--- src/rtl/match_run_pkg.sv ---
// Shared types and helpers for the consecutive-match run detector.
package match_run_pkg;

  typedef enum logic [1:0] {
    IDLE   = 2'd0,
    RUN    = 2'd1,
    DETECT = 2'd2
  } state_e;

  localparam int MODE_TIMED = 0;
  localparam int MODE_ACK   = 1;

  function automatic int count_w(input int run_len);
    return $clog2(run_len + 1);
  endfunction

endpackage

--- src/rtl/match_run_detector_hold_timer.sv ---
// Loadable down-counter that sets how long the detect flag stays high in timed mode.
module hold_timer #(
  parameter int HOLD_CYC = 4
) (
  input  logic clk,
  input  logic rst,
  input  logic load,
  input  logic tick,
  output logic zero
);

  localparam int TW = (HOLD_CYC < 1) ? 1 : $clog2(HOLD_CYC + 1);

  logic [TW-1:0] cnt_q;
  logic [TW-1:0] cnt_d;

  // Loading HOLD_CYC-1 makes the zero cycle the last of HOLD_CYC high cycles.
  always_comb begin
    cnt_d = cnt_q;
    if (load) begin
      cnt_d = TW'(HOLD_CYC - 1);
    end else if (tick && (cnt_q != '0)) begin
      cnt_d = cnt_q - TW'(1);
    end
  end

  always_ff @(posedge clk) begin
    if (rst) begin
      cnt_q <= '0;
    end else begin
      cnt_q <= cnt_d;
    end
  end

  assign zero = (cnt_q == '0);

endmodule

--- src/rtl/match_run_detector.sv ---
// Counts consecutive equal X/Y samples and raises a registered detect flag after
// RUN_LEN of them, held for a fixed time or until acknowledged.
//
// Handshake: there is no valid/ready pair; EN qualifies a sample and is the only
// way an X/Y pair is consumed. ACK is a level sampled only while in DETECT (MODE 1).
module match_run_detector
  import match_run_pkg::*;
#(
  parameter int WIDTH       = 4,
  parameter int RUN_LEN     = 8,
  parameter int FALLBACK_AT = 5,
  parameter int FALLBACK_TO = 1,
  parameter int HOLD_CYC    = 4,
  parameter int MODE        = 0,
  parameter int HIT_W       = 8
) (
  input  logic                          CLK,
  input  logic                          RST,
  input  logic                          EN,
  input  logic [WIDTH-1:0]              X,
  input  logic [WIDTH-1:0]              Y,
  input  logic                          ACK,
  output logic                          Z,
  output logic [count_w(RUN_LEN)-1:0]   COUNT,
  output logic                          BUSY,
  output logic [HIT_W-1:0]              HITS,
  output state_e                        dbg_state
);

  localparam int CW = count_w(RUN_LEN);
  localparam logic [CW-1:0] RUN_LEN_C = CW'(RUN_LEN);
  localparam logic [CW-1:0] FB_AT_C   = CW'(FALLBACK_AT);
  localparam logic [CW-1:0] FB_TO_C   = CW'(FALLBACK_TO);

  if (WIDTH < 1) begin : g_bad_width
    $error("match_run_detector: WIDTH must be at least 1");
  end
  if (RUN_LEN < 2) begin : g_bad_run_len
    $error("match_run_detector: RUN_LEN must be at least 2");
  end
  if ((FALLBACK_TO < 0) || (FALLBACK_TO >= FALLBACK_AT) || (FALLBACK_AT > RUN_LEN)) begin : g_bad_fallback
    $error("match_run_detector: need 0 <= FALLBACK_TO < FALLBACK_AT <= RUN_LEN");
  end
  if (HOLD_CYC < 1) begin : g_bad_hold
    $error("match_run_detector: HOLD_CYC must be at least 1");
  end
  if ((MODE != MODE_TIMED) && (MODE != MODE_ACK)) begin : g_bad_mode
    $error("match_run_detector: MODE must be 0 or 1");
  end
  if (HIT_W < 1) begin : g_bad_hit_w
    $error("match_run_detector: HIT_W must be at least 1");
  end

  state_e            state_q, state_d;
  logic [CW-1:0]     count_q, count_d;
  logic [CW-1:0]     count_inc;
  logic [HIT_W-1:0]  hits_q, hits_d;
  logic              z_q, z_d;
  logic              match;
  logic              leave;
  logic              timer_load;
  logic              timer_tick;
  logic              timer_zero;

  always_comb begin
    state_d    = state_q;
    count_d    = count_q;
    hits_d     = hits_q;
    z_d        = z_q;
    leave      = 1'b0;
    timer_load = 1'b0;
    timer_tick = 1'b0;
    match      = (X == Y);
    count_inc  = count_q + CW'(1);

    case (state_q)
      IDLE, RUN: begin
        if (EN) begin
          if (match) begin
            if (count_inc == RUN_LEN_C) begin
              state_d    = DETECT;
              z_d        = 1'b1;
              count_d    = RUN_LEN_C;
              timer_load = 1'b1;
              if (hits_q != '1) begin
                hits_d = hits_q + HIT_W'(1);
              end
            end else begin
              state_d = RUN;
              count_d = count_inc;
            end
          end else if (count_q >= FB_AT_C) begin
            // A long run survives a single glitch as a short partial run.
            count_d = FB_TO_C;
            state_d = (FALLBACK_TO > 0) ? RUN : IDLE;
          end else begin
            count_d = '0;
            state_d = IDLE;
          end
        end
      end
      DETECT: begin
        if (MODE == MODE_ACK) begin
          leave = ACK;
        end else begin
          leave      = timer_zero;
          timer_tick = ~timer_zero;
        end
        if (leave) begin
          state_d = IDLE;
          count_d = '0;
          z_d     = 1'b0;
        end
      end
      default: begin
        state_d = IDLE;
        count_d = '0;
        z_d     = 1'b0;
      end
    endcase
  end

  always_ff @(posedge CLK) begin
    if (RST) begin
      state_q <= IDLE;
      count_q <= '0;
      hits_q  <= '0;
      z_q     <= 1'b0;
    end else begin
      state_q <= state_d;
      count_q <= count_d;
      hits_q  <= hits_d;
      z_q     <= z_d;
    end
  end

  if (MODE == MODE_TIMED) begin : g_timer
    hold_timer #(
      .HOLD_CYC (HOLD_CYC)
    ) u_hold_timer (
      .clk  (CLK),
      .rst  (RST),
      .load (timer_load),
      .tick (timer_tick),
      .zero (timer_zero)
    );
  end else begin : g_no_timer
    assign timer_zero = 1'b0;
  end

  assign Z         = z_q;
  assign BUSY      = z_q;
  assign COUNT     = count_q;
  assign HITS      = hits_q;
  assign dbg_state = state_q;

endmodule

--- config.mk ---
export PLATFORM = sky130hd
export DESIGN_NAME = match_run_detector
export DESIGN_NICKNAME = d
export VERILOG_FILES = /design/src/rtl/match_run_pkg.sv /design/src/rtl/match_run_detector_hold_timer.sv /design/src/rtl/match_run_detector.sv
export SDC_FILE = /design/constraint.sdc
export NUM_CORES = 1
export LEC_CHECK = 0
export CAP_MARGIN = 10
export CORE_UTILIZATION = 45
export CTS_CLUSTER_DIAMETER = 40
export DETAILED_ROUTE_END_ITERATION = 10
export PLACE_DENSITY = 0.74
export SKIP_LAST_GASP = 1
export SLEW_MARGIN = 15
export SYNTH_ARGS = -nofsm -noshare
export SYNTH_HDL_FRONTEND = slang
export SYNTH_HIERARCHICAL = 1
export SYNTH_SLANG_ARGS = --single-unit
export TNS_END_PERCENT = 30
--- constraint.sdc ---
create_clock -name CLK -period 2.9 [get_ports CLK]
set_clock_uncertainty 0.2 [all_clocks]
set_input_delay 0.435 -clock CLK [delete_from_list [all_inputs] [get_ports CLK]]
set_output_delay 0.435 -clock CLK [all_outputs]
set_load 0.05 [all_outputs]
==> results.yml <==
sta:
  max_freq_mhz: 393
  hold_viol: 0
  final_max_slew_viol_count: 0
  fin_crit_sh: 0.876
  holdWs_ns: 0.322
  finalSetupViolations: 0
  tns_ns: 0
  period_needed_ns: 2.54
  rsz0062_at_grt: "false"
  worst-slew-pin-transition_ns: 0.789
  relSlewSlack: 0.470
place:
  placed_cell_area_um2: 1430
  dpl.hpwl_mm: 1.79
  io_buffers: 26
  place_congestion: 0.810
power:
  power_leakage_nw: 0.524
  p_per_area_nw_per_um2: 291
  ir_worst_vdd_mv: 0.232
floorplan:
  fp.dieH_um: 52.1
  die_width_um: 52.1
  initial_core_util: 0.491
  rows: 17
  die_area_um2: 2710
  io_pins: 28
  coreArea_um2: 2300
grt:
  grt_pass1_vias: 908
  antenna_found_initial: 0
  grt_remaining_overflow: 0
  grt_max_degree: 18
  grt_use_total: 0.197
  grt_first_pass_wirelength_mm: 3.86
clock_tree:
  post_cts_resized: 0
  numClockSinks: 18
  cts_tree: "built"
  cts.clk_slew.worst_paths_ns: 0.10
  htreeDepth: 1
  cts_buffers: 3
  post_cts_buffers: 0
  holdBufCountCts: 0
  clockBufferDepth: 2
  clk_latency_ns: 0.30
  cts_root_buf: "clkbuf_4"
synth:
  synth_edf_count: 0
  synth.cells.most_frequent: "dfxtp_1 (18), nor2_1 (12), a21oi_1 (8), inv_1 (8)"
  synth_cell_types: 40
  synth.net_count: 149
  yosys.area.top_type: "dfxtp_1"
  ys_top_cells_by_area: "dfxtp_1 (32%), ha_1 (7.8%), nor2_1 (4.0%), nand2b_1 (3.9%), a21oi_1 (3.5%)"
  synth_top_area_share: 0.319
  ys_ff_latch: 18
  synth_adder_area_share: 0.0776
  yosys.area_share.simple: 0.278
  synth_xor_xnor_area_share: 0.0310
  ys_warn_count: 6
  synth_compound_area_frac: 0.204
  syn_area_um2: 1130
  syn_inst: 130
  synth_async_sr_flop_share: 0
  syn_avg_cell_area_um2: 8.68
  synth_ff_type: "dfxtp_1"
  yosysSeqAreaShare: 0.319
  synth.most_common_cell: "dfxtp_1"
  synthMuxAreaShare: 0.0388
  synth_top_family_by_area: "simple AND/OR/NAND/NOR gates"
setup_path:
  critPathLaunchType: "flip-flop"
  r2r_cells: 7
  crit_type: "flip-flop to flip-flop"
  r2r-start: "COUNT[0]$_SDFFE_PP0P_"
  max_stage_delay_ns: 0.70
  worstPathRequired_ns: 2.90
  cp_max_fo: 8
  r2r_end: "g_timer.u_hold_timer/cnt_q[0]$_SDFFE_PP0P_"
  slowest_stage: "nor3_1"
  reg2reg_slack_ns: 0.36
  crit_chain: "ha_1 -> or2_1 -> o21ai_2 -> a32oi_2 -> nor3_1 -> nor4bb_1 -> a211oi_1"
  end_kind: "flip-flop"
  worstPathArrival_ns: 2.54
drt:
  drc_errors: 0
  drt-total-wl_mm: 2.42
  drt_iter0_markers: 11
  dr.pass1.iters: 4
  wire_per_inst_um: 13.1
  viasPerCell: 5.56
  antenna_left: 0
  vias: 1028
job:
  maxCapViolCount: 0
hold_path:
  holdCritStartpoint: "HITS[5]$_SDFFE_PP0P_"
  hold_path_depth: 2
  hold_class: "flip-flop to flip-flop"
  min_to: "HITS[5]$_SDFFE_PP0P_"
layout:
  n_antenna_cell: 0
  drive_above_1_share: 0.0828
  area_growth_pct: 28.4
  final_cell_area_um2: 1450
  fin_nets: 178
run_status:
  outcome: "completed"
-- layout make-up --
cell class / count / area, um^2
inverter: 8 / 30.0
timing repair buffer: 30 / 290
clock buffer: 3 / 22.5
tap: 28 / 35.0
sequential: 18 / 360
fill: 216 / 848
multi-input combinational: 98 / 711
-- power by group --
| group | total (W) | internal (W) | switching [W] |
|---|---|---|---|
| registers | 0.000249 | 0.000248 | 0.000000944 |
| clock network | 0.000127 | 0.0000484 | 0.0000790 |
| logic | 0.0000459 | 0.0000240 | 0.0000219 |
| total | 0.000422 | 0.000320 | 0.000102 |
-- state kept, by name, indices dropped and copies added (netlist names) --
name	flops
g_timer.u_hold_timer/cnt_q	3
BUSY	1
COUNT	4
dbg_state	2
HITS	8
-- layer usage --
| layer | up-vias | part of all wire | GRT usage |
|---|---|---|---|
| li1 | 525 | - | - |
| met1 | 483 | 0.47 | 0.220 |
| met2 | 16 | 0.49 | 0.348 |
| met3 | 4 | 0.031 | 0.0614 |
| met4 | 0 | 0.011 | 0.0676 |
| met5 | - | 0 | 0 |
-- worst max-delay path: cells and delay by family (launching register included) --
family,cells,cell delay [ns]
DFF,1,0.39
and+or+nand+nor,3,1.05
AOI/OAI and AO/OA,3,0.52
adders and majority gates,1,0.28
-- how the worst max path moves through the flow --
stage	startpoint	cells past startpoint	end
3_3_place_gp	Y[2]	6	g_timer.u_hold_timer/cnt_q[0]$_SDFFE_PP0P_
5_1_grt	COUNT[0]$_SDFFE_PP0P_	7	g_timer.u_hold_timer/cnt_q[0]$_SDFFE_PP0P_
4_1_cts	COUNT[0]$_SDFFE_PP0P_	7	g_timer.u_hold_timer/cnt_q[0]$_SDFFE_PP0P_
3_5_place_dp	X[3]	6	g_timer.u_hold_timer/cnt_q[0]$_SDFFE_PP0P_
2_1_floorplan	COUNT[0]$_SDFFE_PP0P_	8	g_timer.u_hold_timer/cnt_q[0]$_SDFFE_PP0P_
6_report	COUNT[0]$_SDFFE_PP0P_	7	g_timer.u_hold_timer/cnt_q[0]$_SDFFE_PP0P_
-- cell families after synthesis --
| group | count (synthesis) |
|---|---|
| adders and majority gates | 7 |
| muxes | 4 |
| buffers and inverters | 14 |
| DFF | 18 |
| xor gates and xnor gates | 4 |
| AOI/OAI and AO/OA | 28 |
| and+or+nand+nor | 55 |
-- per-stage QoR --
stage	instances	util	setup WS, ns	power [W]
after CTS	185	0.631	0.375	0.000427
after floorplan	130	-	0.159	0.000277
after detailed placement	182	0.621	0.308	0.000300
after global placement	182	0.621	0.341	0.000299
after global routing	185	0.631	0.0879	0.000445
final	185	0.631	0.358	0.000422
-- cells in the final DEF, fill, tap and decap left out, types with 5 or more instances in the layout --
cell              n
ha_1              7
nand2b_1          7
a21oi_1           8
dfxtp_1          18
nand2_1           5
inv_1             8
nor2_1           12
clkdlybuf4s50_1  26
Note: power is estimated with default switching activity, not from simulation.
==> RTL change (same settings) <==
Change the parameter `HIT_W` from 8 to 12.
--- a/src/rtl/match_run_detector.sv
+++ b/src/rtl/match_run_detector.sv
@@ -13,5 +13,5 @@
   parameter int HOLD_CYC    = 4,
   parameter int MODE        = 0,
-  parameter int HIT_W       = 8
+  parameter int HIT_W       = 12
 ) (
   input  logic                          CLK,
Ports: changed (resized HITS); port bits go from 28 to 32. The function was not compared with the original's and may differ.
==> RTL change against the original RTL <==
Area after synthesis up 15%. Wire length up 13%. Critical path depth down 1. Total power up 14%. Design area up 14%. Sequential cell count up 4. Setup slack better by 140 ps. Critical endpoint is now HITS[9]$_SDFFE_PP0P_. Non-clock buffer count up 3.
==> RTL change: results (changes against the original RTL) <==
Vias: 1181 (+15%)
Place WS: 309 ps (+0.690 ps)
Multi-input logic cell count: 111 (+13%)
Slowest stage delay, CP: 480 ps (-220 ps)
Syn_nets: 169 (+13%)
GP Congestion: 0.846 (+4.5%)
RR Startpoint: HITS[0]$_SDFFE_PP0P_
Max FFs per register: 12 (+4)
NetSw: 0.108 mW (+5.6%)
Signal buffers: 33 (+10%)
Clock-cell share: 1.37% (-0.19 points)
Number of fill cells: 251 (+16%)
Hold Path Origin: g_timer.u_hold_timer/cnt_q[2]$_SDFFE_PP0P_
#FFs+latches synth: 22 (+4)
CP max-delay cell: or4_1
Global-route wire length before repair: 4840 µm (+25%)
HPWL Detailed: 2100 µm (+17%)
Register share of the cell area: 26.8% (+1.9 points)
Status: finished, final reports clean
Layout net count: 202 (+13%)
Vias in the first global route: 1124 (+24%)
Comb. pwr: 0.0418 mW (-8.9%)
CP Data Arrival Time: 2400 ps (-140 ps)
FP Rows: 19 (+2)
Power density over the cells: 292 nW/µm² (+0.24%)
Dpl cells: 210 (+15%)
Total GRT Usage: 19.0% (-0.72 points)
Post-synthesis sequential area ratio: 33.9% (+2.0 points)
Fraction of area in multi-input gates: 46.9% (-2.1 points)
Largest net degree at the start of global routing: 20 (+2)
Clock share of power: 28.1% (-2.1 points)
Signal buf overhead: 19.6% (-0.41 points)
Invs w/o clock: 13 (+5)
Worst slew pin tran: 686 ps (-103 ps)
Number of vias per cell: 5.54 (-0.22%)
Commonest cells in the netlist: dfxtp_1 (22), nor2_1 (17), inv_1 (13)
Design Power: 0.480 mW (+14%)
1st-iter DRT viols: 27 (+16)
RTL change: final timing paths:
path / to / cells after the start / slack, ps
worst max register to register: HITS[9]$_SDFFE_PP0P_ / 6 / 500
worst min-delay path: g_timer.u_hold_timer/cnt_q[2]$_SDFFE_PP0P_ / 2 / 330
worst max-delay path: HITS[9]$_SDFFE_PP0P_ / 6 / 500
worst min register to register: g_timer.u_hold_timer/cnt_q[2]$_SDFFE_PP0P_ / 2 / 330
RTL change: logic make-up after synthesis:
kind of cell | Yosys count | synth area share (%)
xor+xnor | 5 | 3.37
buf+inv | 18 | 6.65
simple gates | 63 | 27.5
mux | 6 | 5.49
flops | 22 | 33.9
compound gates | 31 | 17.3
fa+ha+maj | 6 | 5.78
RTL change: layer usage:
metal  vias up  track usage, %  wire length [µm]
li1        599               -                 -
met2        11            32.7              1390
met1       569            24.3              1270
met4         0            6.43                17
met3         2            2.79                50
met5         -               0                 0
